### src/rtl/sram_access_arbiter_pkg.sv
// Shared types and constants for the SRAM access arbiter.
// Optional build macro used by this slice: SRAM_ARB_FIXED_PRIO_EN.
package sram_arb_pkg;

  localparam int ADDR_W_DEF = 20;
  localparam int DATA_W_DEF = 16;

  typedef enum logic [1:0] {
    S_IDLE   = 2'd0,
    S_ACCESS = 2'd1,
    S_READ   = 2'd2,
    S_TURN   = 2'd3
  } state_t;

  // Pin levels presented to the SRAM whenever no access is in flight
  localparam logic SRAM_WE_N_IDLE  = 1'b1;
  localparam logic SRAM_BITS_IDLE  = 1'b0;

endpackage

### src/rtl/sram_access_arbiter_if.sv
// Requester-side command/response bundle between effect blocks and the arbiter.
// Requester k's address and write data sit at [k*W +: W] of the packed vectors.
interface sram_access_arbiter_if
  import sram_arb_pkg::*;
#(
  parameter int NUM_REQ = 3,
  parameter int ADDR_W  = ADDR_W_DEF,
  parameter int DATA_W  = DATA_W_DEF
);
  logic [NUM_REQ-1:0]        req;
  logic [NUM_REQ-1:0]        we_n;
  logic [NUM_REQ*ADDR_W-1:0] addr;
  logic [NUM_REQ*DATA_W-1:0] wdata;
  logic [NUM_REQ-1:0]        gnt;
  logic [NUM_REQ-1:0]        rvalid;
  logic [DATA_W-1:0]         rdata;

  modport master (output req, we_n, addr, wdata, input gnt, rvalid, rdata);
  modport slave  (input req, we_n, addr, wdata, output gnt, rvalid, rdata);
endinterface

### src/rtl/rr_priority_pick.sv
// Combinational winner selection: round-robin from ptr, or requester 0 first
// with round-robin among the rest when SRAM_ARB_FIXED_PRIO_EN is defined.
module rr_priority_pick #(
  parameter int NUM_REQ = 3,
  parameter int IDX_W   = 2
) (
  input  logic [NUM_REQ-1:0] req,
  input  logic [IDX_W-1:0]   ptr,
  output logic [NUM_REQ-1:0] gnt_oh,
  output logic [IDX_W-1:0]   gnt_idx,
  output logic               any
);

  logic [NUM_REQ-1:0] req_rr;

  always_comb begin
    int cand;
    cand    = 0;
    req_rr  = req;
    gnt_oh  = '0;
    gnt_idx = '0;
    any     = 1'b0;
`ifdef SRAM_ARB_FIXED_PRIO_EN
    // Playback requester pre-empts the rotation; it never joins the rr scan
    req_rr[0] = 1'b0;
    if (req[0]) begin
      gnt_oh[0] = 1'b1;
      any       = 1'b1;
    end
`endif
    for (int i = 0; i < NUM_REQ; i++) begin
      cand = (int'(ptr) + i) % NUM_REQ;
      if (!any && req_rr[cand]) begin
        gnt_oh[cand] = 1'b1;
        gnt_idx      = IDX_W'(cand);
        any          = 1'b1;
      end
    end
  end

endmodule

### src/rtl/sram_access_arbiter.sv
// Serialises one-word requester commands onto the single external SRAM.
// Build option: SRAM_ARB_FIXED_PRIO_EN (requester 0 always wins when asking).
//
// state    | meaning
// S_IDLE   | pins parked; arbitrate and latch the winner's command
// S_ACCESS | drive latched addr/we_n/wdata for one cycle
// S_READ   | hold addr for RD_LAT cycles, sample read data on the last
// S_TURN   | write recovery cycle, we_n high, addr/wdata held
module sram_access_arbiter
  import sram_arb_pkg::*;
#(
  parameter int NUM_REQ = 3,
  parameter int ADDR_W  = ADDR_W_DEF,
  parameter int DATA_W  = DATA_W_DEF,
  parameter int RD_LAT  = 1
) (
  input  logic              i_clk,
  input  logic              i_rst_n,
  sram_access_arbiter_if.slave bus,
  output logic              o_busy,
  output logic [ADDR_W-1:0] o_sram_addr,
  output logic              o_sram_we_n,
  output logic [DATA_W-1:0] o_sram_wdata,
  input  logic [DATA_W-1:0] i_sram_rdata
);

  localparam int IDX_W = (NUM_REQ > 1) ? $clog2(NUM_REQ) : 1;

  state_t             state, state_nxt;
  logic [IDX_W-1:0]   rr_ptr, pick_idx, lat_idx;
  logic [NUM_REQ-1:0] pick_oh;
  logic               pick_any;
  logic               lat_we_n;
  logic [ADDR_W-1:0]  lat_addr;
  logic [DATA_W-1:0]  lat_wdata;
  logic [1:0]         rd_cnt;
  logic               rd_last;

  assign rd_last = (rd_cnt == 2'd0);

  rr_priority_pick #(.NUM_REQ(NUM_REQ), .IDX_W(IDX_W)) u_pick (
    .req     (bus.req),
    .ptr     (rr_ptr),
    .gnt_oh  (pick_oh),
    .gnt_idx (pick_idx),
    .any     (pick_any)
  );

  always_ff @(posedge i_clk or negedge i_rst_n) begin
    if (!i_rst_n) state <= S_IDLE;
    else          state <= state_nxt;
  end

  always_comb begin
    state_nxt = state;
    case (state)
      S_IDLE:   if (pick_any) state_nxt = S_ACCESS;
      S_ACCESS: state_nxt = lat_we_n ? S_READ : S_TURN;
      S_READ:   if (rd_last) state_nxt = S_IDLE;
      S_TURN:   state_nxt = S_IDLE;
      default:  state_nxt = S_IDLE;
    endcase
  end

  // Pins are decoded from state so an async reset parks them (we_n high) at once
  always_comb begin
    o_busy       = (state != S_IDLE);
    o_sram_addr  = {ADDR_W{SRAM_BITS_IDLE}};
    o_sram_we_n  = SRAM_WE_N_IDLE;
    o_sram_wdata = {DATA_W{SRAM_BITS_IDLE}};
    case (state)
      S_ACCESS: begin
        o_sram_addr  = lat_addr;
        o_sram_we_n  = lat_we_n;
        o_sram_wdata = lat_we_n ? '0 : lat_wdata;
      end
      S_READ:   o_sram_addr = lat_addr;
      S_TURN: begin
        o_sram_addr  = lat_addr;
        o_sram_wdata = lat_wdata;
      end
      default: ;
    endcase
  end

  always_ff @(posedge i_clk or negedge i_rst_n) begin
    if (!i_rst_n) begin
      rr_ptr     <= '0;
      lat_idx    <= '0;
      lat_we_n   <= 1'b1;
      lat_addr   <= '0;
      lat_wdata  <= '0;
      rd_cnt     <= '0;
      bus.gnt    <= '0;
      bus.rvalid <= '0;
      bus.rdata  <= '0;
    end else begin
      bus.gnt    <= '0;
      bus.rvalid <= '0;
      case (state)
        S_IDLE: if (pick_any) begin
          lat_idx   <= pick_idx;
          lat_we_n  <= bus.we_n[pick_idx];
          lat_addr  <= bus.addr[int'(pick_idx)*ADDR_W +: ADDR_W];
          lat_wdata <= bus.wdata[int'(pick_idx)*DATA_W +: DATA_W];
          bus.gnt   <= pick_oh;
          rr_ptr    <= (pick_idx == IDX_W'(NUM_REQ-1)) ? '0 : pick_idx + 1'b1;
        end
        S_ACCESS: rd_cnt <= 2'(RD_LAT-1);
        S_READ: begin
          if (rd_last) begin
            bus.rdata  <= i_sram_rdata;
            bus.rvalid <= NUM_REQ'(1) << lat_idx;
          end else begin
            rd_cnt <= rd_cnt - 2'd1;
          end
        end
        default: ;
      endcase
    end
  end

endmodule

### src/flat_wrapper.sv
// flat-port wrapper written by rule: the top's interface ports become plain ports
module sram_access_arbiter_flat import sram_arb_pkg::*;
#(
  parameter int NUM_REQ = 3,
  parameter int ADDR_W  = ADDR_W_DEF,
  parameter int DATA_W  = DATA_W_DEF,
  parameter int RD_LAT  = 1
)
  (i_clk, i_rst_n, o_busy, o_sram_addr, o_sram_we_n, o_sram_wdata, i_sram_rdata, bus_req, bus_we_n, bus_addr, bus_wdata, bus_gnt, bus_rvalid, bus_rdata);
  sram_access_arbiter_if #(.NUM_REQ(NUM_REQ), .ADDR_W(ADDR_W), .DATA_W(DATA_W)) bus_i ();
  input  logic i_clk;
  input  logic i_rst_n;
  output logic o_busy;
  output logic [ADDR_W-1:0] o_sram_addr;
  output logic o_sram_we_n;
  output logic [DATA_W-1:0] o_sram_wdata;
  input  logic [DATA_W-1:0] i_sram_rdata;
  input wire logic [$bits(bus_i.req)-1:0] bus_req;
  input wire logic [$bits(bus_i.we_n)-1:0] bus_we_n;
  input wire logic [$bits(bus_i.addr)-1:0] bus_addr;
  input wire logic [$bits(bus_i.wdata)-1:0] bus_wdata;
  output wire logic [$bits(bus_i.gnt)-1:0] bus_gnt;
  output wire logic [$bits(bus_i.rvalid)-1:0] bus_rvalid;
  output wire logic [$bits(bus_i.rdata)-1:0] bus_rdata;
  assign bus_i.req = bus_req;
  assign bus_i.we_n = bus_we_n;
  assign bus_i.addr = bus_addr;
  assign bus_i.wdata = bus_wdata;
  assign bus_gnt = bus_i.gnt;
  assign bus_rvalid = bus_i.rvalid;
  assign bus_rdata = bus_i.rdata;
  sram_access_arbiter #(.NUM_REQ(NUM_REQ), .ADDR_W(ADDR_W), .DATA_W(DATA_W), .RD_LAT(RD_LAT)) u_core (.i_clk(i_clk), .i_rst_n(i_rst_n), .bus(bus_i), .o_busy(o_busy), .o_sram_addr(o_sram_addr), .o_sram_we_n(o_sram_we_n), .o_sram_wdata(o_sram_wdata), .i_sram_rdata(i_sram_rdata));
endmodule
### config.mk
export PLATFORM = sky130hd
export DESIGN_NAME = sram_access_arbiter_flat
export DESIGN_NICKNAME = d
export VERILOG_FILES = /design/src/rtl/sram_access_arbiter_pkg.sv /design/src/rtl/sram_access_arbiter_if.sv /design/src/rtl/rr_priority_pick.sv /design/src/rtl/sram_access_arbiter.sv /design/src/flat_wrapper.sv
export SDC_FILE = /design/constraint.sdc
export NUM_CORES = 1
export LEC_CHECK = 0
export ABC_AREA = 1
export ABC_CLOCK_PERIOD_IN_PS = 1850
export CAP_MARGIN = 10
export CORE_MARGIN = 5
export CORE_UTILIZATION = 37
export DETAILED_ROUTE_END_ITERATION = 16
export PLACE_DENSITY = 0.74
export RECOVER_POWER = 25
export SLEW_MARGIN = 5
export SYNTH_ARGS = -nofsm -noshare
export SYNTH_HDL_FRONTEND = slang
export SYNTH_SLANG_ARGS = --single-unit
### constraint.sdc
create_clock -name i_clk -period 1.85 [get_ports i_clk]
set_clock_uncertainty 0.05 [all_clocks]
set_input_delay 0.37 -clock i_clk [delete_from_list [all_inputs] [get_ports i_clk]]
set_output_delay 0.37 -clock i_clk [all_outputs]
set_load 0.03 [all_outputs]
==> metrics.md <==
| Metric | Value |
|---|---|
| Status | finished with violations |
| Failing checks | negative setup slack |
| Vias | 4692 |
| Startpoint class of the critical path | flip-flop |
| Arr. time, crit path | 2.29 ns |
| Die width | 114 µm |
| HP Class | in -> async |
| Period minus WS final | 2.12 ns |
| Dpl hpwl | 10900 µm |
| Hold Buf Count CTS | 0 |
| Comb power frac | 77.4% |
| Final setup TNS | -11.34 ns |
| DRT Pass-1 Iters | 5 |
| Fin. Hold Viols | 0 |
| Layout cells sized above 1 | 34.6% |
| Clock Tree Root | clkbuf_8 |
| Worst setup path category | reg -> reg |
| Seq cells post-synth | 67 |
| RSZ-0062 raised after global routing | true |
| Syn_area_per_cell | 7.46 µm² |
| Sw Pwr | 8.28 mW |
| Cell taking the most area after synthesis | dfrtp_1 |
| Fin. max-slew vios | 0 |
| CTS tree | done |
| Warnings from Yosys | 0 |
| DR vias/cell | 5.03 |
| DRC | 0 |
| Internal power | 8.73 mW |
| 1st-iter DRT viols | 332 |
| Mapped Nets | 670 |
| Commonest non-fill, non-tap cells in the layout | 145 x clkdlybuf4s50_1, 113 x nand2_1, 63 x dfrtp_1 |
| Sequential area share after synthesis | 42.2% |
| Buf/Inv on CP | 5 |
| Peak Freq | 472 MHz |
| Final total power | 17.0 mW |
| Ranking of synthesized cells by area | dfrtp_1 42%, nand2_1 12%, nand3_1 7.0% |
| Final ANT Viol Nets | 0 |
| Main synth FF type | dfrtp_1 |
| Cells after Synth | 533 |
| Die area | 12900 µm² |
| Row count | 37 |
| Worst skew pair latency | 0.34 ns |
| Seq pwr share | 15.4% |
| DP Worst Slack | -0.464 ns |
| Slowest-stage cell, CP | dfrtp_2 |
| Grt total ovfl | 0 |
| Initial core utilization | 38.2% |
| Routed Wire Length | 16100 µm |
| Most common cell after layout, fill and taps aside | clkdlybuf4s50_1 |
| Area delta synth->final | 90.3% |
| Port bufs | 191 |
| Max-Slew Margin vs Limit | 46.1% |
| CP Max Fanout | 14 |
| RD Place Congestion | 0.914 |
| # diodes | 0 |
| Synth async-reset ratio | 100% |
| Num CTS Buffers | 9 |
| Critical path endpoint category | flip-flop |
| Clock sink count | 67 |
| Vias in the first global route | 4725 |
| Initial antenna violation count | 0 |
| Leak pwr | 3.61 nW |
| CORE AREA | 10400 µm² |
| First-pass GRT wire length | 23500 µm |
| Worst setup margin | -0.269 ns |
| Top Family by Delay on Critical Path | buffers and inverters |
| EDFF count, synth | 0 |
| Clk pwr share | 7.3% |
| Final Setup Violations | 80 |
| CP peak stage delay | 0.44 ns |
| Crit-path most repeated cell | buf_12 |
| Synth unique cells | 34 |
| Switching fraction of total power | 48.7% |
| Yosys top cell area share | 41.5% |
| GRT Total Usage | 22.6% |
| Power per cell area | 2250 nW/µm² |
| Boundary pin count | 192 |
| Largest net degree at the start of global routing | 36 |
| H-tree level count | 3 |
| Layout Nets | 929 |
| Routed WL per cell | 17.2 µm |
| Tightest Pin Transition | 0.809 ns |
| Max Root-Sink Buffers | 2 |
| Mapped Area | 3980 µm² |
| Data required time of the critical path | 2.02 ns |
| Final Cycle Share | 115% |
| Max-Cap Viols | 0 |
| Die height | 114 µm |
| Peak VDD IR | 1.05 mV |
| Clk pin slew, worst setup/hold paths | 0.08 ns |
| Critical Path, Cell by Cell | ha_4 > inv_6 > buf_12 > o21ai_4 > nand3_4 > nand2_8 > buf_12 > inv_16 > buf_12 > nor2_1 > a21oi_2 |
## worst paths after layout
path,cells past startpoint,start,slack (ns),to
setup reg to reg,11,u_core.rr_ptr[1],-0.27,u_core.lat_wdata[2]
min in group i_clk,1,u_core.lat_idx[0],0.43,u_core.bus.rvalid[2]
max in group asynchronous,2,i_rst_n,1.02,u_core.rr_ptr[1]
hold / removal,2,i_rst_n,0.02,u_core.lat_addr[17]
hold reg to reg,1,u_core.lat_idx[0],0.43,u_core.bus.rvalid[2]
setup / recovery,11,u_core.rr_ptr[1],-0.27,u_core.lat_wdata[2]
## power by group through the flow
stage	Clock [mW]	Sequential, mW	Combinational, mW
2_1_floorplan	0	2.93	5.76
3_3_place_gp	0	2.56	9.75
3_5_place_dp	0	2.60	9.88
4_1_cts	1.26	2.60	10.8
5_1_grt	1.34	2.68	14.0
6_report	1.24	2.62	13.2
## state kept, by name (all words and copies together), names as in the netlist
signal and cells:
u_core.bus.rvalid 3, u_core.lat_wdata 16, u_core.rr_ptr 2, u_core.bus.gnt 3, u_core.state 2, u_core.lat_we_n 1, u_core.lat_idx 2, u_core.bus.rdata 16
u_core.rd_cnt 2, u_core.lat_addr 20
## cells by family after synthesis
logic type	Yosys count	synth area share, %
simple gates	281	31.0
buf+inv	91	10.8
compound gates	73	9.91
flops	67	42.2
mux	16	4.53
fa+ha+maj	5	1.57
## through the flow
stage               util (%)  instances  cell area, µm²  hold WS, ns
floorplan                  -        533            4030       0.0244
global placement        61.3        881            6380        0.379
detailed placement      61.3        881            6380        0.384
CTS                     66.0        914            6880      0.00961
global route            72.7        933            7570       0.0547
finish                  72.7        933            7570       0.0170
## worst reg2reg max path: cells and delay by family, from the launching register on
kind,cells,cell delay (ns)
simple gates,3,0.39
buf+inv,5,0.50
fa+ha+maj,1,0.34
compound gates,2,0.28
flops,1,0.44
## area by class of cell
cell class / count / area, µm²
Fill cell: 768 / 2850
Tap cell: 136 / 170
Clock buffer: 9 / 124
Timing Repair Buffer: 272 / 2870
Timing Repair inverter: 2 / 17.5
Inverter: 65 / 278
Clock inverter: 7 / 75.1
Sequential cell: 67 / 1680
Multi-Input combinational cell: 375 / 2360
## synthesized netlist by cell type (2+ instances only)
cell type	n
a21oi_1	49
a21oi_2	4
a31oi_1	2
buf_2	12
buf_4	3
buf_6	4
buf_8	2
clkbuf_1	4
dfrtp_1	66
ha_1	5
inv_1	59
inv_2	5
mux2_2	16
nand2_1	128
nand2_2	5
nand2_4	3
nand3_1	56
nand3_2	2
nand4_1	4
nor2_1	74
nor3_1	4
o21ai_0	7
o21ai_1	7
o21ai_2	2
## routing by layer
layer	part of all wire [%]	track usage [%]	up-vias
met5	0	0	-
met4	3.3	7.69	0
met3	9.7	5.94	39
met2	49	38.0	251
met1	38	28.1	2187
li1	-	-	2215
## repair_timing
item | in CTS | in global routing
endpoints found under the setup margin | 78 | 87
gates cloned | 3 | 3
pin swaps | 9 | 23
endpoints found under the hold margin | 0 | 0
resized for setup | 217 | 169
setup buffers | 14 | 17
Note: power is estimated with default switching activity, not from simulation.
